===== src/rtl/mdu_pkg.sv =====
// Shared types and constants for the multiply/divide sequencer and the ALU decoder.
// No logic; the enums and ALU opcodes are imported by mdu_sequencer.
// The ALU opcodes must match the values the ALU decoder uses.
package mdu_pkg;

   // Operation select, encoded exactly as the op input
   typedef enum logic [1:0] {
      MUL   = 2'b00,
      MULHU = 2'b01,
      DIVU  = 2'b10,
      REMU  = 2'b11
   } mdu_op_e;

   typedef enum logic [1:0] {
      IDLE = 2'b00,
      CALC = 2'b01,
      DONE = 2'b10
   } mdu_state_e;

   localparam logic [3:0] ALU_OP_ADD = 4'b0010;
   localparam logic [3:0] ALU_OP_SUB = 4'b0110;

endpackage


===== src/rtl/mdu_sequencer.sv =====
// Multi-cycle unsigned MUL/MULHU/DIVU/REMU sequencer driving the shared ALU with ADD/SUB.
// Latency: 34 cycles start-to-idle (done in cycle 33); divide-by-zero finishes in cycle 1.
// Optional MDU_EARLY_OUT_EN: MUL/MULHU with a zero operand also finishes in cycle 1.
module mdu_sequencer
   import mdu_pkg::*;
#(
   parameter int DATA_WIDTH    = 32,
   parameter int OPCODE_LENGTH = 4
) (
   input  logic                     clk,
   input  logic                     reset,
   input  logic                     start,
   input  logic [1:0]               op,
   input  logic [DATA_WIDTH-1:0]    a,
   input  logic [DATA_WIDTH-1:0]    b,
   output logic                     busy,
   output logic                     stall,
   output logic                     done,
   output logic [DATA_WIDTH-1:0]    result,
   output logic [OPCODE_LENGTH-1:0] alu_op,
   output logic [DATA_WIDTH-1:0]    alu_a,
   output logic [DATA_WIDTH-1:0]    alu_b,
   input  logic [DATA_WIDTH-1:0]    alu_result
);

   localparam int CW = $clog2(DATA_WIDTH);
   localparam logic [CW-1:0] CNT_LAST = CW'(DATA_WIDTH - 1);

   mdu_state_e            state_q;
   mdu_op_e               op_q;
   logic [DATA_WIDTH-1:0] b_q;
   logic [DATA_WIDTH-1:0] acc_hi_q, acc_lo_q;
   logic [DATA_WIDTH-1:0] acc_hi_d, acc_lo_d;
   logic [DATA_WIDTH-1:0] result_q, result_d;
   logic [CW-1:0]         cnt_q;

   logic                  is_div;
   logic [DATA_WIDTH-1:0] div_shift;
   logic                  q_bit;
   logic                  carry;
   logic                  zero_short;

   assign is_div = op_q[1];
   assign busy   = (state_q != IDLE);
   assign stall  = busy | (start & (state_q == IDLE));
   assign done   = (state_q == DONE);
   assign result = result_q;

   // Divisor zero always short-circuits; a zero multiply operand only with the early-out build
`ifdef MDU_EARLY_OUT_EN
   assign zero_short = op[1] ? (b == '0) : ((a == '0) | (b == '0));
`else
   assign zero_short = op[1] & (b == '0);
`endif

   // One iteration of shift-add multiply or restoring divide through the external ALU
   always_comb begin
      alu_op    = '0;
      alu_a     = '0;
      alu_b     = '0;
      div_shift = {acc_hi_q[DATA_WIDTH-2:0], acc_lo_q[DATA_WIDTH-1]};
      q_bit     = 1'b0;
      carry     = 1'b0;
      acc_hi_d  = acc_hi_q;
      acc_lo_d  = acc_lo_q;
      if (state_q == CALC) begin
         if (is_div) begin
            alu_op   = OPCODE_LENGTH'(ALU_OP_SUB);
            alu_a    = div_shift;
            alu_b    = b_q;
            // A bit shifted out of acc_hi means the partial remainder already exceeds b;
            // the wrapped 32-bit difference is then the correct new remainder.
            q_bit    = acc_hi_q[DATA_WIDTH-1] | (div_shift >= b_q);
            acc_hi_d = q_bit ? alu_result : div_shift;
            acc_lo_d = {acc_lo_q[DATA_WIDTH-2:0], q_bit};
         end else begin
            alu_op   = OPCODE_LENGTH'(ALU_OP_ADD);
            alu_a    = acc_hi_q;
            alu_b    = acc_lo_q[0] ? b_q : '0;
            carry    = (alu_result < acc_hi_q);
            acc_hi_d = {carry, alu_result[DATA_WIDTH-1:1]};
            acc_lo_d = {alu_result[0], acc_lo_q[DATA_WIDTH-1:1]};
         end
      end
   end

   // Low word for MUL/DIVU, high word for MULHU/REMU, taken from the final iteration
   assign result_d = op_q[0] ? acc_hi_d : acc_lo_d;

   // Sequencer FSM, iteration counter, accumulators and registered result
   always_ff @(posedge clk or posedge reset) begin
      if (reset) begin
         state_q  <= IDLE;
         op_q     <= MUL;
         b_q      <= '0;
         acc_hi_q <= '0;
         acc_lo_q <= '0;
         cnt_q    <= '0;
         result_q <= '0;
      end else begin
         case (state_q)
            IDLE: begin
               if (start) begin
                  op_q     <= mdu_op_e'(op);
                  b_q      <= b;
                  acc_hi_q <= '0;
                  acc_lo_q <= a;
                  cnt_q    <= '0;
                  if (zero_short) begin
                     state_q <= DONE;
                     if (op[1])
                        result_q <= op[0] ? a : '1;
                     else
                        result_q <= '0;
                  end else begin
                     state_q <= CALC;
                  end
               end
            end
            CALC: begin
               acc_hi_q <= acc_hi_d;
               acc_lo_q <= acc_lo_d;
               if (cnt_q == CNT_LAST) begin
                  state_q  <= DONE;
                  result_q <= result_d;
               end else begin
                  cnt_q <= cnt_q + 1'b1;
               end
            end
            DONE: begin
               state_q <= IDLE;
            end
            default: begin
               state_q <= IDLE;
            end
         endcase
      end
   end

endmodule

===== config.mk =====
export PLATFORM = sky130hd
export DESIGN_NAME = mdu_sequencer
export DESIGN_NICKNAME = d
export VERILOG_FILES = /design/src/rtl/mdu_pkg.sv /design/src/rtl/mdu_sequencer.sv
export SDC_FILE = /design/constraint.sdc
export NUM_CORES = 1
export LEC_CHECK = 0
export ABC_AREA = 1
export CORE_UTILIZATION = 58
export DETAILED_ROUTE_END_ITERATION = 8
export GPL_TIMING_DRIVEN = 0
export PLACE_DENSITY = 0.93
export SLEW_MARGIN = 15
export SYNTH_ARGS = -nofsm -noshare
export SYNTH_HDL_FRONTEND = slang
export SYNTH_SLANG_ARGS = --single-unit
export TNS_END_PERCENT = 20

===== constraint.sdc =====
create_clock -name clk -period 14.1 [get_ports clk]
set_input_delay 3.525 -clock clk [delete_from_list [all_inputs] [get_ports clk]]
set_output_delay 3.525 -clock clk [all_outputs]
set_load 0.005 [all_outputs]

# Word level (Yosys, flattened, before mapping)

Index checks and enable logic that the tools add are counted.

Word-level logic and storage cells: 58
Bits in registers: 137
Output and inout port bits: 103
Bits of input ports: 101

Bitwise operators: 4
Equality and inequality tests: 7
Add/subtract/negate cells: 1
Magnitude comparators: 2
Mux-type cells: 28
Reductions and logical operators: 9

Operators by type and width:

| operator              | count |
|---|---|
| $mux W32              | 16 |
| $pmux W32 S2          | 3 |
| $ge A32 B32 Y1        | 1 |
| $logic_not A32 Y1     | 1 |
| $lt A32 B32 Y1        | 1 |
| $mux W5               | 2 |
| $pmux W5 S2           | 1 |
| $mux W2               | 3 |
| $mux W3               | 2 |
| $ne A2 B2 Y1 const B  | 3 |
| $reduce_and A2 Y1     | 3 |
| $add A5 B1 Y5 const B | 1 |
| $eq A5 B5 Y1 const B  | 1 |
| $pmux W2 S2           | 1 |
| $reduce_and A4 Y1     | 1 |
| $reduce_bool A2 Y1    | 2 |
| $reduce_and A3 Y1     | 1 |
| $and A1 B1 Y1         | 2 |
| $eq A2 B1 Y1 const B  | 1 |
| $eq A2 B2 Y1 const B  | 1 |
| $logic_not A2 Y1      | 1 |
| $ne A2 B1 Y1 const B  | 1 |
| $or A1 B1 Y1          | 2 |

# Logic depth before layout (Yosys ltp)

Gate-level depths: netlist of the first run.

Depth in word-level cells: 7
Mapped depth: 20

# Least setup slack after synthesis of the first run

No wires, ideal clock.

Path type: input -> output
From: input port start
To: output port stall
Data arrival time: 3.646 ns
Path slack: 6.929 ns
Stages: 2
Path through: inv_1 -> nand2_1

Word-level cells in the longest chain between the ends: 2

Ends and longest elaborated chain:

| element         | RTL line            | source |
|---|---|---|
| start, declared | mdu_sequencer.sv:12 | `input logic start,` |
| $and A1 B1 Y1   | mdu_sequencer.sv:45 | `assign stall = busy \| (start & (state_q == IDLE));` |
| $or A1 B1 Y1    | mdu_sequencer.sv:45 |  |
| end, declared   | mdu_sequencer.sv:17 | `output logic stall,` |

Every way passes these cells.

# Final worst setup path of the first run

Ends and elaborated chain as after synthesis.

==> results of run 1 <==
-- worst paths after layout --
check / from / to / slack, ns / cells past startpoint
min in group asynchronous: reset / result[11]$_DFFE_PP0P_ / 3.51 / 2
min: result[12]$_DFFE_PP0P_ / result[12]$_DFFE_PP0P_ / 0.52 / 2
max: start / stall / 5.97 / 4
min reg2reg: result[12]$_DFFE_PP0P_ / result[12]$_DFFE_PP0P_ / 0.52 / 2
max reg2reg: acc_hi_q[6]$_DFFE_PP0P_ / result[17]$_DFFE_PP0P_ / 11.53 / 15
max in group asynchronous: reset / acc_hi_q[25]$_DFFE_PP0P_ / 9.85 / 3
-- per-stage QoR --
stage	utilization [%]	hold slack, ns	power [W]	cells	setup slack (ns)
2_1_floorplan	-	0.4594	0.002192	1440	6.907
3_3_place_gp	73.12	0.4762	0.002904	1865	4.921
3_5_place_dp	73.32	0.4940	0.002988	1866	5.983
4_1_cts	76.98	0.5089	0.003538	1898	5.975
5_1_grt	76.98	0.5376	0.003837	1898	5.958
6_report	76.98	0.5180	0.003582	1898	5.968
-- synth_stat cells (30+ instances only) --
cell / n
dfrtp_1: 137
clkbuf_1: 48
o21ai_0: 112
a21oi_1: 99
inv_1: 212
nand2_2: 59
nor2_1: 88
ha_1: 65
nand2_1: 348
o221ai_1: 30
nor3_1: 39
nand3_2: 30
o21ai_1: 31
-- worst register-to-register path, stage by stage, from the launching register on --
cell     delay, ns
dfrtp_1       0.43
ha_1          0.34
nand2_1       0.11
nor2_2        0.15
nand4_1       0.11
nand3_1       0.14
nand2_1       0.06
nand2_1       0.15
nand2_2       0.11
nand3_4       0.15
buf_2         0.27
nand2_1       0.10
nand2_1       0.10
nand3_1       0.12
nand2_1       0.10
a21oi_1       0.06
-- layout by cell type (no fill, tap or decap), types with 3 or more instances in the layout --
| cell | count |
|---|---|
| clkbuf_16 | 17 |
| o21ai_1 | 31 |
| a21oi_2 | 28 |
| nand3_1 | 10 |
| nand3_2 | 30 |
| nor4_1 | 7 |
| dfrtp_1 | 137 |
| ha_1 | 65 |
| clkbuf_1 | 48 |
| buf_2 | 4 |
| nor2_2 | 3 |
| a21oi_1 | 99 |
| nor3_1 | 39 |
| nand4_1 | 6 |
| o211ai_1 | 3 |
| nand2_4 | 29 |
| buf_1 | 8 |
| inv_1 | 211 |
| clkinvlp_4 | 4 |
| nand2_1 | 348 |
| o221ai_1 | 30 |
| buf_4 | 4 |
| buf_12 | 3 |
| inv_6 | 4 |
| nor2_1 | 88 |
| bufinv_16 | 4 |
| nand2_2 | 59 |
| clkbuf_8 | 12 |
| o21ai_0 | 112 |
| clkdlybuf4s50_1 | 200 |
-- area by class of cell --
type / count / area, sq um
Inverter: 215 / 814.5
Clock buffer: 17 / 425.4
Multi-Input combinational cell: 1004 / 5715
Fill cell: 1238 / 4023
Buffer: 84 / 545.5
Timing Repair Buffer: 201 / 2029
Clock inverter: 15 / 214.0
Tap cell: 225 / 281.5
Sequential cell: 137 / 3428
-- metal layers --
| metal | share of wire [%] | track usage (%) | wire length, um | vias to the layer above |
|---|---|---|---|---|
| li1 | - | - | - | 5074 |
| met4 | 5.3 | 20.74 | 1783 | 0 |
| met5 | 0 | 0 | 0 | - |
| met1 | 39 | 48.30 | 13210 | 5226 |
| met3 | 8.5 | 5.889 | 2868 | 151 |
| met2 | 47 | 60.29 | 15900 | 671 |
-- power breakdown --
part	total, W	switching [W]	internal, W
clock network	0.000499	0.000199	0.000300
registers	0.000734	0.000142	0.000593
logic	0.00235	0.00139	0.000956
total	0.00358	0.00173	0.00185
-- cells by family after synthesis --
| kind of cell | count (synthesis) |
|---|---|
| fa+ha+maj | 65 |
| simple gates | 626 |
| flops | 137 |
| other cells | 1 |
| buf+inv | 299 |
| compound gates | 311 |
-- registers in the layout, summed over array words and instances, names as in the netlist --
signal and count:
acc_hi_q 32, acc_lo_q 32, b_q 32, cnt_q 5, op_q 2, result 32
state_q 2
==> metrics.md, run 1 <==
| Metric | Value |
|---|---|
| Crit-path max FO | `2` |
| Core box area | `17,480 sq um` |
| Worst hold path type | `reg -> reg` |
| Delay of the slowest critical-path stage | `0.49 ns` |
| Clock-pin slew on the worst setup and hold paths | `roughly 0.060 ns` |
| Area contributors post-synth | `dfrtp_1 (33%), nand2_1 (12%), ha_1 (7.8%)` |
| Setup CP Type | `in -> out` |
| WP data arrival | `around 4.6 ns` |
| Wire per inst | `17.79 um` |
| Worst setup SP type | `primary input` |
| Part of the cycle the worst path needs | `57.67%` |
| PortBufs | `200` |
| Post-DR vias/cell | `about 5.9` |
| Highest clock rate | `approximately 120 MHz` |
| Sequential fraction of the synthesis area | `~33%` |
| Starting density of the core | `~60%` |
| Routed Antenna Nets | `0` |
| Floorplan row count | `between 40 and 50` |
| Initial antenna violation count | `1` |
| Design area | `around 13,000 sq um` |
| Crit path cell chain | `clkdlybuf4s50_1, inv_1, nand2_1, clkdlybuf4s50_1` |
| Setup TNS | `0 ns` |
| Synth Register Bits | `137` |
| First-pass GRT wire length | `53,540 um` |
| Total grt overflow | `0` |
| Die H | `approximately 140 um` |
| Share of the synthesized area in the top cell type | `about 33%` |
| Total CTS buffers | `17` |
| Post-Syn Area | `10,490 sq um` |
| Worst vdd ir | `roughly 0.15 mV` |
| Worst-Skew Late Latency | `between 0.4 and 0.5 ns` |
| Hold-fix buffers, CTS | `0` |
| Critical Path Sink Type | `output port` |
| Async SR Flop Fraction | `100.0%` |
| CTS tree | `yes` |
| Root buf cell | `clkbuf_16` |
| CTS sink cnt | `around 140` |
| Cell family with most CP delay | `buffers and inverters` |
| IO Pins | `~200` |
| Post-synth EDFFs | `0` |
| WP buf/inv | `3` |
| P_leak | `6.565 nW` |
| Initial detailed-routing violation count | `1,310` |
| Xor/xnor cell area share of the yosys netlist | `0%` |
| Final WL | `33,760 um` |
| Adder-cell share of the synthesized area | `7.751%` |
| Layout Area Growth over Synthesis | `28.23%` |
| Tmin final | `8.132 ns` |
| Max-slew headroom | `between 50% and 60%` |
| Power Density | `266.2 nW/um^2` |
| Layout Nets | `1,826` |
| PostCTS Resize Cnt | `0` |
| # setup viols final | `0` |
| Clock tree buffer depth | `2` |
| Setup Fix Bufs, Post-CTS | `0` |
| H-tree Lvls | `4` |
| Status | `finished, final reports clean` |
| Max-cap violations | `0` |
| HPWL after DPL | `24,560 um` |
| Compound-cell area share of the yosys netlist | `between 15 and 20%` |
| Combinational family with the most area after synthesis | `simple AND/OR/NAND/NOR gates` |
| YS warnings | `0` |
| RD Place Congestion | `0.9759` |
| Worst path slowest cell | `clkdlybuf4s50_1` |
| Ant. Diodes | `0` |
| Ys flop type | `dfrtp_1` |
| Final hold viol count | `0` |
| Gr usage total | `37.50%` |
| Vias | `~11,000` |
| Yosys cell types | `44` |
| Synth area leader | `dfrtp_1` |
| Post-DP Area | `12,810 sq um` |
| Layout cells sized above 1 | `about an eighth` |
| Die Width | `136.5 um` |
| Mux share of post-synthesis cell area | `0%` |
| Required time worst endpoint | `10.57 ns` |
| Critical path's most frequent cell | `clkdlybuf4s50_1` |
| Synth Instances | `about 1,400` |
| Vias in the first global route | `10,650` |
| DR pass1 iterations | `7` |
| Layout Skew | `0.008996 ns` |
| Largest net degree at the start of global routing | `82` |
| Slew of the pin with the lowest slew margin | `0.6120 ns` |
| Synth Area in Simple Gates | `29.41%` |
| Detailed-route DRC error count | `0` |
| Syn avg cell area | `7.292 sq um` |
| Slew Limit Fails | `0` |
| RSZ-0062 raised after global routing | `no` |
| Die area | `18,630 sq um` |
Note: power is estimated with default switching activity, not from simulation.
==> inputs of run 2 (changes only) <==
--- a/config.mk
+++ b/config.mk
@@ -6,10 +6,10 @@
 export NUM_CORES = 1
 export LEC_CHECK = 0
 export ABC_AREA = 1
-export CORE_UTILIZATION = 58
+export CORE_UTILIZATION = 53
 export DETAILED_ROUTE_END_ITERATION = 8
 export GPL_TIMING_DRIVEN = 0
-export PLACE_DENSITY = 0.93
+export PLACE_DENSITY = 0.86
 export SLEW_MARGIN = 15
 export SYNTH_ARGS = -nofsm -noshare
 export SYNTH_HDL_FRONTEND = slang
==> constraint.sdc (replaced) <==
create_clock -name clk -period 7.5 [get_ports clk]
set_input_delay 1.875 -clock clk [delete_from_list [all_inputs] [get_ports clk]]
set_output_delay 1.875 -clock clk [all_outputs]
set_load 0.005 [all_outputs]
==> run 2 against run 1 <==
Register-to-register slack worse by 6.5 ns. Power is 82% higher. Clock power is 58% higher. Core utilization is 8.1 points lower. Critical path depth stayed put. Critical endpoint unchanged.
==> metrics.md, run 2 (same netlist as run 1, synthesis figures left out) <==
| Metric | Value |
|---|---|
| DR pass1 iterations | `8` |
| Vias in the first global route | `10,220` |
| Max-cap violations | `0` |
| PostCTS Resize Cnt | `0` |
| Max-slew headroom | `56.72%` |
| P_leak | `6.527 nW` |
| Setup CP Type | `in -> out` |
| Post-DR vias/cell | `5.528` |
| Clock-pin slew on the worst setup and hold paths | `0.06 ns` |
| Layout Nets | `1,826` |
| Layout Area Growth over Synthesis | `27.78%` |
| Part of the cycle the worst path needs | `between 60% and 70%` |
| Root buf cell | `clkbuf_16` |
| Wire per inst | `16.84 um` |
| Most common cell after layout, fill and taps aside | `nand2_1` |
| # setup viols final | `0` |
| CTS sink cnt | `~140` |
| Final hold slack | `0.5191 ns` |
| Commonest non-fill, non-tap cells in the layout | `nand2_1 (348), inv_1 (211), clkdlybuf4s50_1 (200)` |
| Critical Path Sink Type | `output port` |
| Worst vdd ir | `0.3063 mV` |
| RSZ-0062 raised after global routing | `no` |
| Worst-Skew Late Latency | `~0.44 ns` |
| H-tree Lvls | `4` |
| Crit-path max FO | `2` |
| CTS tree | `yes` |
| Total CTS buffers | `17` |
| Placed cells | `1,906` |
| Highest clock rate | `approximately 210 MHz` |
| Detailed-route DRC error count | `0` |
| Setup Fix Bufs, Post-CTS | `0` |
| Final non-filler cell total | `1,937` |
| Power Density | `485.0 nW/um^2` |
| Die H | `142.7 um` |
| Vias | `10,710` |
| Slew of the pin with the lowest slew margin | `between 0.6 and 0.7 ns` |
| Post-layout util | `between 60% and 70%` |
| Initial antenna violation count | `1` |
| Die Width | `142.7 um` |
| Tmin final | `4.801 ns` |
| Clock tree buffer depth | `2` |
| RD Place Congestion | `0.9425` |
| Ant. Diodes | `0` |
| Worst setup SP type | `primary input` |
| IO Pins | `204` |
| Die area | `20,360 sq um` |
| Initial detailed-routing violation count | `884` |
| Worst hold path type | `reg -> reg` |
| HPWL after DPL | `24,870 um` |
| Final WL | `32,620 um` |
| Core box area | `19,460 sq um` |
| Routed Antenna Nets | `0` |
| Layout Skew | `about 0.016 ns` |
| First-pass GRT wire length | `about 51,000 um` |
| Slew Limit Fails | `0` |
| PortBufs | `200` |
| Largest net degree at the start of global routing | `96` |
| Layout cells sized above 1 | `12.86%` |
| Starting density of the core | `53.91%` |
| Total grt overflow | `0` |
| Status | `finished, final reports clean` |
| Floorplan row count | `51` |
| Final hold viol count | `0` |
| Gr usage total | `32.86%` |
| Required time worst endpoint | `5.62 ns` |
| WP data arrival | `2.93 ns` |
| Hold-fix buffers, CTS | `0` |
==> run 2: routing by layer <==
| metal | up-vias | wire, um | GRT usage [%] | part of all wire [%] |
|---|---|---|---|---|
| met2 | 564 | 15130 | 53.72 | 46 |
| li1 | 5071 | - | - | - |
| met4 | 2 | 1541 | 17.32 | 4.7 |
| met1 | 4957 | 13190 | 41.70 | 40 |
| met3 | 113 | 2743 | 5.500 | 8.4 |
| met5 | - | 15 | 0 | 0.046 |
==> run 2: path summary, 6_finish.rpt <==
kind	start	endpoint	slack, ns	cells after the start
max	start	stall	2.70	4
min	result[9]$_DFFE_PP0P_	result[9]$_DFFE_PP0P_	0.52	2
max reg2reg	acc_lo_q[31]$_DFFE_PP0P_	acc_hi_q[11]$_DFFE_PP0P_	5.03	20
min reg2reg	result[9]$_DFFE_PP0P_	result[9]$_DFFE_PP0P_	0.52	2
max in group asynchronous	reset	acc_hi_q[3]$_DFFE_PP0P_	4.87	3
min in group asynchronous	reset	result[12]$_DFFE_PP0P_	1.83	2
==> run 2: where the power goes <==
| group | switching (W) | internal, W | total (W) | leakage, nW |
|---|---|---|---|---|
| Clock | 0.000342 | 0.000446 | 0.000788 | 0.261 |
| Sequential | 0.000258 | 0.00111 | 0.00137 | 1.66 |
| Combinational | 0.00255 | 0.00179 | 0.00434 | 4.61 |
==> run 2: final cells by class <==
type	instances	area, sq um
inverters	215	814.5
fillers	1599	6055
multi-input cells	1004	5715
flip-flops and latches	137	3428
plain buffers	84	545.5
well taps	265	331.6
clock buffers	21	470.5
repair buffers	201	2029
clock inverters	10	72.57
==> run 2: critical path: stages <==
cell             delay [ns]
clkdlybuf4s50_1        0.45
inv_1                  0.05
nand2_1                0.06
clkdlybuf4s50_1        0.49
==> run 2: per-stage QoR <==
step | setup TNS (ns) | instance area, sq um | total power, W | setup slack [ns]
after floorplan | 0 | 10500 | 0.004121 | 1.957
final | 0 | 13410 | 0.006503 | 2.699
after global placement | -27.69 | 12830 | 0.005490 | -0.2163
after global routing | 0 | 13410 | 0.007021 | 2.584
after detailed placement | 0 | 12860 | 0.005627 | 2.698
after CTS | 0 | 13410 | 0.006461 | 2.699
